$ cat src/rtl/pipe_ctrl_pkg.sv
// Shared types and constants for the pipeline hazard/sequencing controller.
// Perf counters elsewhere are enabled by defining PIPE_CTRL_PERF_EN.
package pipe_ctrl_pkg;

    typedef enum logic [1:0] {
        IDLE  = 2'd0,
        RUN   = 2'd1,
        DRAIN = 2'd2,
        HALT  = 2'd3
    } pc_state_e;

    typedef struct packed {
        logic stall;
        logic bubble;
        logic flush;
        logic flush_dx;
        logic idle_wait;
        logic pc_we;
    } hz_ctrl_s;

    // Encoding loaded into FD/DX when a slot is squashed.
    localparam logic [31:0] kNOP = 32'h0000_0000;

    // Counter preload for an N-cycle wait; a zero length behaves as one cycle.
    function automatic logic [15:0] cnt_init(input int unsigned cycles);
        int unsigned eff;
        eff = (cycles == 32'd0) ? 32'd1 : cycles;
        return 16'(eff - 32'd1);
    endfunction

endpackage

$ cat src/rtl/pipe_ctrl_if.sv
// Control bundle between the datapath and pipe_ctrl.
// perf_* signals exist only when PIPE_CTRL_PERF_EN is defined.
interface pipe_ctrl_if;

    logic       start;
    logic [4:0] rs_fd;
    logic [4:0] rt_fd;
    logic       uses_rt_fd;
    logic       halt_fd;
    logic       mem_read_dx;
    logic [4:0] rd_dx;
    logic       branch_taken_ex;
    logic       dmem_req;
    logic       dmem_ack;

    logic       stall;
    logic       bubble;
    logic       flush;
    logic       flush_dx;
    logic       IDLE_WAIT;
    logic       pc_we;
    logic [1:0] state_o;
`ifdef PIPE_CTRL_PERF_EN
    logic [31:0] perf_stall_cnt;
    logic [31:0] perf_bubble_cnt;
    logic [31:0] perf_flush_cnt;
`endif

    // Controller side: consumes pipeline status, drives the controls.
    modport master (
        input  start, rs_fd, rt_fd, uses_rt_fd, halt_fd, mem_read_dx, rd_dx,
               branch_taken_ex, dmem_req, dmem_ack,
`ifdef PIPE_CTRL_PERF_EN
        output perf_stall_cnt, perf_bubble_cnt, perf_flush_cnt,
`endif
        output stall, bubble, flush, flush_dx, IDLE_WAIT, pc_we, state_o
    );

    // Datapath side.
    modport slave (
        output start, rs_fd, rt_fd, uses_rt_fd, halt_fd, mem_read_dx, rd_dx,
               branch_taken_ex, dmem_req, dmem_ack,
`ifdef PIPE_CTRL_PERF_EN
        input  perf_stall_cnt, perf_bubble_cnt, perf_flush_cnt,
`endif
        input  stall, bubble, flush, flush_dx, IDLE_WAIT, pc_we, state_o
    );

endinterface

$ cat src/rtl/pipe_ctrl_hazard_detect.sv
// Load-use comparator: the DX load writes a register the FD instruction reads.
module hazard_detect (
    input  logic       mem_read_dx,
    input  logic [4:0] rd_dx,
    input  logic [4:0] rs_fd,
    input  logic [4:0] rt_fd,
    input  logic       uses_rt_fd,
    output logic       load_use
);

    logic rs_hit;
    logic rt_hit;

    assign rs_hit = (rd_dx == rs_fd);
    assign rt_hit = uses_rt_fd && (rd_dx == rt_fd);

    // r0 is hardwired, so a load targeting it never creates a dependency.
    assign load_use = mem_read_dx && (rd_dx != 5'd0) && (rs_hit || rt_hit);

endmodule

$ cat src/rtl/pipe_ctrl.sv
// Pipeline hazard/sequencing controller: warm-up, run, drain and halt FSM.
// Define PIPE_CTRL_PERF_EN to add saturating stall/bubble/flush counters.
module pipe_ctrl
    import pipe_ctrl_pkg::*;
#(
    parameter int unsigned WARMUP_CYCLES = 4,
    parameter int unsigned DRAIN_CYCLES  = 4
) (
    input  logic         clk,
    input  logic         reset_n,
    pipe_ctrl_if.master  bus
);

    localparam logic [15:0] WARM_LOAD  = cnt_init(WARMUP_CYCLES);
    localparam logic [15:0] DRAIN_LOAD = cnt_init(DRAIN_CYCLES);

    pc_state_e   state_q, state_d;
    logic [15:0] cnt_q, cnt_d;
    hz_ctrl_s    ctrl;
    logic        load_use;
    logic        mem_wait;

    hazard_detect u_hazard_detect (
        .mem_read_dx (bus.mem_read_dx),
        .rd_dx       (bus.rd_dx),
        .rs_fd       (bus.rs_fd),
        .rt_fd       (bus.rt_fd),
        .uses_rt_fd  (bus.uses_rt_fd),
        .load_use    (load_use)
    );

    assign mem_wait = bus.dmem_req && !bus.dmem_ack;

    always_ff @(posedge clk) begin
        if (!reset_n) begin
            state_q <= IDLE;
            cnt_q   <= WARM_LOAD;
        end else begin
            state_q <= state_d;
            cnt_q   <= cnt_d;
        end
    end

    always_comb begin
        state_d = state_q;
        cnt_d   = cnt_q;
        case (state_q)
            IDLE: begin
                if (cnt_q == 16'd0) state_d = RUN;
                else                cnt_d   = cnt_q - 16'd1;
            end
            RUN: begin
                // A halt only takes effect when nothing outranks it this cycle.
                if (!mem_wait && !bus.branch_taken_ex && !load_use && bus.halt_fd) begin
                    cnt_d   = DRAIN_LOAD;
                    state_d = DRAIN;
                end
            end
            DRAIN: begin
                if (!mem_wait) begin
                    if (cnt_q == 16'd0) state_d = HALT;
                    else                cnt_d   = cnt_q - 16'd1;
                end
            end
            HALT: begin
                if (bus.start) begin
                    cnt_d   = WARM_LOAD;
                    state_d = IDLE;
                end
            end
            default: begin
                cnt_d   = WARM_LOAD;
                state_d = IDLE;
            end
        endcase
    end

    always_comb begin
        ctrl = '0;
        case (state_q)
            IDLE: ctrl.idle_wait = 1'b1;
            RUN: begin
                if (mem_wait) begin
                    ctrl.stall = 1'b1;
                end else if (bus.branch_taken_ex) begin
                    // Wrong-path FD and DX are squashed; a load-use or halt there is moot.
                    ctrl.flush    = 1'b1;
                    ctrl.flush_dx = 1'b1;
                    ctrl.pc_we    = 1'b1;
                end else if (load_use) begin
                    ctrl.bubble   = 1'b1;
                    ctrl.flush_dx = 1'b1;
                end else if (bus.halt_fd) begin
                    ctrl.idle_wait = 1'b1;
                end else begin
                    ctrl.pc_we = 1'b1;
                end
            end
            DRAIN: begin
                ctrl.idle_wait = 1'b1;
                ctrl.stall     = mem_wait;
            end
            HALT: ctrl.idle_wait = 1'b1;
            default: ctrl.idle_wait = 1'b1;
        endcase
    end

    assign bus.stall     = ctrl.stall;
    assign bus.bubble    = ctrl.bubble;
    assign bus.flush     = ctrl.flush;
    assign bus.flush_dx  = ctrl.flush_dx;
    assign bus.IDLE_WAIT = ctrl.idle_wait;
    assign bus.pc_we     = ctrl.pc_we;
    assign bus.state_o   = state_q;

`ifdef PIPE_CTRL_PERF_EN
    logic [2:0] perf_evt;
    assign perf_evt = {ctrl.flush, ctrl.bubble, ctrl.stall};

    for (genvar gi = 0; gi < 3; gi++) begin : g_perf
        logic [31:0] perf_q, perf_d;

        always_comb begin
            perf_d = perf_q;
            if (perf_evt[gi] && (perf_q != 32'hFFFF_FFFF)) perf_d = perf_q + 32'd1;
        end

        always_ff @(posedge clk) begin
            if (!reset_n) perf_q <= '0;
            else          perf_q <= perf_d;
        end
    end

    assign bus.perf_stall_cnt  = g_perf[0].perf_q;
    assign bus.perf_bubble_cnt = g_perf[1].perf_q;
    assign bus.perf_flush_cnt  = g_perf[2].perf_q;
`endif

endmodule

$ cat src/flat_wrapper.sv
// flat-port wrapper written by rule: the top's interface ports become plain ports
module pipe_ctrl_flat import pipe_ctrl_pkg::*;
#(
    parameter int unsigned WARMUP_CYCLES = 4,
    parameter int unsigned DRAIN_CYCLES  = 4
)
  (clk, reset_n, bus_start, bus_rs_fd, bus_rt_fd, bus_uses_rt_fd, bus_halt_fd, bus_mem_read_dx, bus_rd_dx, bus_branch_taken_ex, bus_dmem_req, bus_dmem_ack, bus_stall, bus_bubble, bus_flush, bus_flush_dx, bus_IDLE_WAIT, bus_pc_we, bus_state_o);
  pipe_ctrl_if bus_i ();
  input  logic clk;
  input  logic reset_n;
  input wire logic [$bits(bus_i.start)-1:0] bus_start;
  input wire logic [$bits(bus_i.rs_fd)-1:0] bus_rs_fd;
  input wire logic [$bits(bus_i.rt_fd)-1:0] bus_rt_fd;
  input wire logic [$bits(bus_i.uses_rt_fd)-1:0] bus_uses_rt_fd;
  input wire logic [$bits(bus_i.halt_fd)-1:0] bus_halt_fd;
  input wire logic [$bits(bus_i.mem_read_dx)-1:0] bus_mem_read_dx;
  input wire logic [$bits(bus_i.rd_dx)-1:0] bus_rd_dx;
  input wire logic [$bits(bus_i.branch_taken_ex)-1:0] bus_branch_taken_ex;
  input wire logic [$bits(bus_i.dmem_req)-1:0] bus_dmem_req;
  input wire logic [$bits(bus_i.dmem_ack)-1:0] bus_dmem_ack;
  output wire logic [$bits(bus_i.stall)-1:0] bus_stall;
  output wire logic [$bits(bus_i.bubble)-1:0] bus_bubble;
  output wire logic [$bits(bus_i.flush)-1:0] bus_flush;
  output wire logic [$bits(bus_i.flush_dx)-1:0] bus_flush_dx;
  output wire logic [$bits(bus_i.IDLE_WAIT)-1:0] bus_IDLE_WAIT;
  output wire logic [$bits(bus_i.pc_we)-1:0] bus_pc_we;
  output wire logic [$bits(bus_i.state_o)-1:0] bus_state_o;
  assign bus_i.start = bus_start;
  assign bus_i.rs_fd = bus_rs_fd;
  assign bus_i.rt_fd = bus_rt_fd;
  assign bus_i.uses_rt_fd = bus_uses_rt_fd;
  assign bus_i.halt_fd = bus_halt_fd;
  assign bus_i.mem_read_dx = bus_mem_read_dx;
  assign bus_i.rd_dx = bus_rd_dx;
  assign bus_i.branch_taken_ex = bus_branch_taken_ex;
  assign bus_i.dmem_req = bus_dmem_req;
  assign bus_i.dmem_ack = bus_dmem_ack;
  assign bus_stall = bus_i.stall;
  assign bus_bubble = bus_i.bubble;
  assign bus_flush = bus_i.flush;
  assign bus_flush_dx = bus_i.flush_dx;
  assign bus_IDLE_WAIT = bus_i.IDLE_WAIT;
  assign bus_pc_we = bus_i.pc_we;
  assign bus_state_o = bus_i.state_o;
  pipe_ctrl #(.WARMUP_CYCLES(WARMUP_CYCLES), .DRAIN_CYCLES(DRAIN_CYCLES)) u_core (.clk(clk), .reset_n(reset_n), .bus(bus_i));
endmodule
$ cat config.mk
export PLATFORM = sky130hd
export DESIGN_NAME = pipe_ctrl_flat
export DESIGN_NICKNAME = d
export VERILOG_FILES = /design/src/rtl/pipe_ctrl_pkg.sv /design/src/rtl/pipe_ctrl_if.sv /design/src/rtl/pipe_ctrl_hazard_detect.sv /design/src/rtl/pipe_ctrl.sv /design/src/flat_wrapper.sv
export SDC_FILE = /design/constraint.sdc
export NUM_CORES = 1
export LEC_CHECK = 0
export ABC_AREA = 1
export CAP_MARGIN = 5
export CORE_UTILIZATION = 45
export CTS_CLUSTER_DIAMETER = 40
export DETAILED_ROUTE_END_ITERATION = 10
export PLACE_DENSITY_LB_ADDON = 0.08
export SLEW_MARGIN = 20
export SYNTH_ARGS = -nofsm -noshare
export SYNTH_HDL_FRONTEND = slang
export SYNTH_SLANG_ARGS = --single-unit
$ cat constraint.sdc
create_clock -name clk -period 4 [get_ports clk]
set_clock_uncertainty 0.1 [all_clocks]
set_input_delay 1 -clock clk [delete_from_list [all_inputs] [get_ports clk]]
set_output_delay 1 -clock clk [all_outputs]
set_load 0.02 [all_outputs]
==> results of run 1 <==
## worst paths after layout
check	to	slack [ps]	depth (start not counted)
worst max register to register	u_core.cnt_q[1]	2010	10
worst max-delay path	bus_flush_dx	170	10
worst min register to register	u_core.cnt_q[0]	400	2
worst min-delay path	u_core.cnt_q[0]	400	2
## worst max-delay path, stage by stage
cell and delay, ps:
clkdlybuf4s50_1 520, inv_2 60, nand2_1 50, nand2_1 40, nor2_1 120, nand3_1 90, nand2_1 90, nand3_1 90
nand2_1 70, clkdlybuf4s50_1 590
## area by class of cell
| type | count | area [um2] | area share [%] |
|---|---|---|---|
| multi-input cells | 212 | 1040 | 50.7 |
| well taps | 46 | 57.6 | 2.79 |
| flip-flops and latches | 18 | 360 | 17.5 |
| repair buffers | 32 | 320 | 15.5 |
| clock buffers | 4 | 55.1 | 2.67 |
| inverters | 59 | 224 | 10.9 |
## sequential cells by signal (all words and copies together), names as in the netlist
name and cells:
u_core.cnt_q 16, u_core.bus.state_o 2
## logic make-up after synthesis
family | Yosys count | synth area share [%]
AO/OA/AOI/OAI | 10 | 2.99
XOR/XNOR | 3 | 1.57
adder cells (fa/ha/maj) | 7 | 5.24
buffers and inverters | 66 | 15.9
flip-flops | 18 | 21.6
AND/OR/NAND/NOR | 192 | 52.7
## report_power, final
part	total [W]	switching (W)	internal, W	leakage [nW]
logic	0.000864	0.000530	0.000334	1.02
clock network	0.000157	0.0000692	0.0000876	0.0288
registers	0.000340	0.0000820	0.000258	0.148
## layer usage
metal,up-vias,track usage (%)
met4,0,3.78
met1,748,24.5
met3,2,4.01
li1,962,-
met2,25,38.3
met5,-,0
## metrics by stage
step | instance area, um2 | total power (W)
3_3_place_gp | 2000 | 0.00119
3_5_place_dp | 2000 | 0.00120
6_report | 2060 | 0.00136
4_1_cts | 2060 | 0.00136
5_1_grt | 2060 | 0.00153
2_1_floorplan | 1670 | 0.00102
## timing repair
item | CTS | global route
gates resized for setup | 0 | 1
hold endpoints to repair | 0 | 0
endpoints found under the setup margin | 0 | 1
hold buffers | 0 | 0
## placed cells by master, fill, tap and decap left out
cell type	instances
or2_2	3
inv_2	4
clkbuf_8	4
inv_4	1
nand4_1	19
nand3_2	2
buf_4	1
nand3_4	1
nor3b_1	1
a21oi_1	4
xnor2_1	1
nand2_2	5
nand2_4	2
xor2_1	2
clkdlybuf4s50_1	30
nor2_1	42
nand2_1	90
ha_1	7
dfxtp_1	18
o21ai_1	1
inv_1	54
o21ai_0	5
nor2_2	1
nor3_1	3
dlymetal6s2s_1	1
nor2_4	2
nand3_1	21
==> summary.txt, run 1 <==
Outcome
  – Outcome: complete, no violations

Route
  – Max Used Layer: met4
  – Metal-1 WL: just under 2000 um
  – Drt initial violations: 103
  – DRC: 0
  – Metal3 WL: 119 um
  – Routed WL: about 3900 um
  – Antenna-violating nets left: 0
  – 1st-pass router iterations: 4
  – Routed vias: 1,737
  – Vias per cell: 4.68
  – Met2 routed WL: 1770 um
  – WL per Instance: roughly 10 um

Floorplan
  – Die height: between 60 and 70 um
  – Die Width: 63.0 um
  – Initial Utilization: 48.6%
  – Site Rows: 21
  – Core Region: 3440 um2
  – I/O pins: 32
  – Die Area: about 4000 um2

Yosys
  – Synth area leaders: dfxtp_1 (22%), nand2_1 (20%), inv_1 (12%)
  – Most common cell in the netlist: nand2_1
  – Async SR Flop Fraction: 0%
  – Synth area leader: dfxtp_1
  – Gate Count Post-Synth: 296
  – Avg Cell Area, Syn: roughly 5.6 um2
  – Seq cells post-synth: 18
  – Mapped Nets: 327
  – Area share of the largest cell type after synthesis: 21.6%
  – Post-synth top cells: nand2_1 (90), inv_1 (54), nor2_1 (42), nand3_1 (21), nand4_1 (19)
  – Synthesis warning total: 0
  – Primary FF master, synth: dfxtp_1
  – Register area share after synthesis: 21.6%
  – Post-synth EDFFs: 0
  – Synth Cell Area: 1670 um2
  – Post-synth cell types: 27

Final layout
  – Fin util: 59.9%
  – Count of nets after finishing: approximately 360
  – # fillers: 321
  – Layout cells sized above 1: 8.00%
  – Non-filler cells in the finished layout: between 300 and 400
  – Area added between synthesis and finish: 23.4%
  – Antenna Cells: 0

Placement
  – Gp weighted congestion: 0.778
  – Hpwl dp: 2710 um
  – Dpl cells: 367
  – Pre-CTS WS: 146 ps
  – IO Port Bufs: 31

Critical path
  – Setup CP Type: in2out
  – Critical path data required time: just under 3000 ps
  – Crit end category: output pin
  – Crit path launch type: input port
  – CP startpoint: bus_rd_dx[3]
  – CP arrival: 2730 ps
  – Peak fanout along the critical path: 3
  – Crit Reg-Reg Startpoint: u_core.bus.state_o[1]

Clocking
  – Clock Path Buffers: 2
  – Clk Latency, worst-skew pair: 260 ps
  – Clock H-tree levels: 1
  – Clock root buffer: clkbuf_8
  – Clk sink count: 18
  – Post CTS Setup Buffer Count: 0
  – TritonCTS buffer count: 3
  – CTS clock-pin slew for the worst setup and hold paths: 80 ps
  – CTS tree: done

Pwr
  – PD cells: 660 nW/um2
  – VDD IR max: 0.398 mV
  – Pleak: 1.19 nW

STA
  – Fin crit share: between 90 and 100%
  – Final WS setup: 166 ps
  – Min cycle time layout: 3830 ps
  – Setup Viol. Count Final: 0
  – Max Slew Vio Count: 0
  – F_max: 261 MHz
  – Hold WS: 395 ps
  – RSZ-0062 raised after global routing: false
  – Worst-Margin Slew: around 700 ps
  – Final TNS setup: 0 ps
  – Final Hold Viols: 0
  – Slew HR: 52.7%

Global routing
  – First-pass GRT wire length: 6780 um
  – Largest net degree at the start of global routing: 20
  – Congestion Overflow GR: 0
  – Antenna violations before repair: 0
  – Gr usage total: 20.7%
  – Vias in the first global route: 1,658

Worst hold path
  – Hold crit path type: reg2reg
  – HP Start: u_core.cnt_q[0]

Job
  – Max-cap viol count: 0
Note: power is estimated with default switching activity, not from simulation.
==> run 2, diff against run 1 <==
--- a/config.mk
+++ b/config.mk
@@ -11,4 +11,5 @@
 export CTS_CLUSTER_DIAMETER = 40
 export DETAILED_ROUTE_END_ITERATION = 10
+export HOLD_SLACK_MARGIN = 0.06
 export PLACE_DENSITY_LB_ADDON = 0.08
 export SLEW_MARGIN = 20
==> constraint.sdc (replaced) <==
create_clock -name clk -period 4 [get_ports clk]
set_clock_uncertainty 0.1 [all_clocks]
set_input_delay 1 -clock clk [delete_from_list [all_inputs] [get_ports clk]]
set_output_delay 1 -clock clk [all_outputs]
set_load 0.05 [all_outputs]
==> run 2 against run 1 <==
Against the previous run:
- setup slack improved by 220 ps
- core utilization increased by 1.0 points
- count of clock-buffer cells in the layout unchanged
- final area increased by 1.7%
==> summary.txt, run 2 (same netlist as run 1, synthesis figures left out) <==
Clocking
  – Post CTS Setup Buffer Count: 0 (unchanged)
  – Clock root buffer: clkbuf_8 (unchanged)
  – TritonCTS buffer count: 3 (unchanged)
  – Clk sink count: 18 (unchanged)
  – CTS clock-pin slew for the worst setup and hold paths: 70 ps (was 80 ps)
  – Clock H-tree levels: 1 (unchanged)
  – CTS tree: done (unchanged)
  – Hold-fix buffers, CTS: 0 (unchanged)
  – Clk Latency, worst-skew pair: 260 ps (about the same)
  – Clock Path Buffers: 2 (unchanged)
  – Post_cts resized: 0 (unchanged)

Placement
  – Hpwl dp: 2780 um (was 2710 um)
  – Pre-CTS WS: 379 ps (was 146 ps)
  – Gp weighted congestion: 0.798 (was 0.778)
  – IO Port Bufs: 31 (unchanged)

Pwr
  – PD cells: 678 nW/um2 (was 660 nW/um2)
  – VDD IR max: 0.353 mV (was 0.398 mV)
  – Pleak: 1.20 nW (was 1.19 nW)

Route
  – WL per Instance: 10.1 um (was 10.4 um)
  – Routed WL: 3770 um (was 3860 um)
  – Routed vias: 1,741 (was 1,737)
  – Drt initial violations: 59 (was 103)
  – Antenna-violating nets left: 0 (unchanged)
  – 1st-pass router iterations: 4 (unchanged)
  – Vias per cell: 4.69 (was 4.68)
  – DRC: 0 (unchanged)

STA
  – Final Hold Viols: 0 (unchanged)
  – F_max: 277 MHz (was 261 MHz)
  – Fin crit share: 90.3% (was 95.8%)
  – Slew HR: 53.5% (was 52.7%)
  – RSZ-0062 raised after global routing: false (unchanged)
  – Final WS setup: 387 ps (was 166 ps)
  – Final TNS setup: 0 ps (unchanged)
  – Worst-Margin Slew: 696 ps (was 708 ps)
  – Max Slew Vio Count: 0 (unchanged)
  – Setup Viol. Count Final: 0 (unchanged)
  – Min cycle time layout: 3610 ps (was 3830 ps)

Critical path
  – CP arrival: 2510 ps (was 2730 ps)
  – Critical path data required time: 2900 ps (about the same)
  – Crit path launch type: input port (unchanged)
  – Crit end category: output pin (unchanged)
  – Peak fanout along the critical path: 2 (was 3)
  – Setup CP Type: in2out (unchanged)

Final layout
  – Commonest non-fill, non-tap cell in the layout: nand2_1 (unchanged)
  – # fillers: 346 (was 321)
  – Layout cells sized above 1: 9.54% (was 8.00%)
  – Max FFs per register: 16 (unchanged)
  – Most frequent cells in the layout: nand2_1 (90), inv_1 (54), nor2_1 (42) (unchanged)
  – Largest reg by FF count: u_core.cnt_q (unchanged)
  – Count of nets after finishing: 357 (unchanged)
  – Area added between synthesis and finish: 25.4% (was 23.4%)
  – Antenna Cells: 0 (unchanged)

Worst hold path
  – Hold crit path type: reg2reg (unchanged)

Global routing
  – Vias in the first global route: 1,591 (was 1,658)
  – Antenna violations before repair: 0 (unchanged)
  – Gr usage total: 20.2% (was 20.7%)
  – Largest net degree at the start of global routing: 20 (unchanged)
  – Congestion Overflow GR: 0 (unchanged)
  – First-pass GRT wire length: 6520 um (was 6780 um)

Floorplan
  – Die Width: 63.0 um (unchanged)
  – Die height: 63.0 um (unchanged)
  – Site Rows: 21 (unchanged)
  – Die Area: 3960 um2 (unchanged)
  – Initial Utilization: 48.6% (unchanged)
  – Core Region: 3440 um2 (unchanged)
  – I/O pins: 32 (unchanged)

Job
  – Max-cap viol count: 0 (unchanged)

Outcome
  – Outcome: complete, no violations (unchanged)
-- run 2: cell types whose count changed in the layout (fill, tap and decap cells not counted), sizes merged --
cell,previous run,this run
buf,1,6
clkdlybuf4s50,30,26
dlymetal6s2s,1,0
-- run 2: final cells by class --
cell class	count	area, um2	share of cell area, %
multi-input combinational	212	1040	49.8
sequential	18	360	17.2
timing repair buffer	32	355	16.9
inverter	59	224	10.7
tap	46	57.6	2.74
clock buffer	4	55.1	2.63
-- run 2: final timing paths --
check / startpoint / endpoint / slack [ps] / depth (start not counted)
max: bus_dmem_req / bus_stall / 390 / 4
min: u_core.cnt_q[0] / u_core.cnt_q[0] / 390 / 2
max reg2reg: u_core.bus.state_o[1] / u_core.cnt_q[1] / 2020 / 10
min reg2reg: u_core.cnt_q[0] / u_core.cnt_q[0] / 390 / 2
-- run 2: worst max-delay path, stage by stage --
cell	delay [ps]
clkdlybuf4s50_1	460
inv_1	50
nor3b_1	180
clkdlybuf4s50_1	830
-- run 2: power by group --
part           total (W)  switching [W]  internal [W]
sequential      0.000335      0.0000775      0.000258
combinational   0.000930       0.000578      0.000352
clock           0.000155      0.0000674     0.0000877
total            0.00142       0.000723      0.000698
-- run 2: metrics by stage --
stage                     total power, W  utilization [%]  instance area, um2  hold WS [ps]  std cells
after floorplan                  0.00107                -                1670           351        296
after CTS                        0.00143             60.9                2100           396        371
after detailed placement         0.00127             59.3                2040           380        367
after global routing             0.00158             60.9                2100           423        371
after global placement           0.00126             59.3                2040           371        367
final                            0.00142             60.9                2100           391        371
-- run 2: layer usage --
layer	up-vias	global-route usage (%)	part of all wire [%]
met5	-	0	0
met3	4	4.01	2.7
met4	0	3.49	0.56
met2	16	37.5	48
li1	965	-	-
met1	756	23.7	49
==> run 3, diff against run 2 <==
- ABC_CLOCK_PERIOD_IN_PS: not set -> 4000
==> results of run 3 <==
No change in the layout: final DEF, timing and power equal those of run 2.
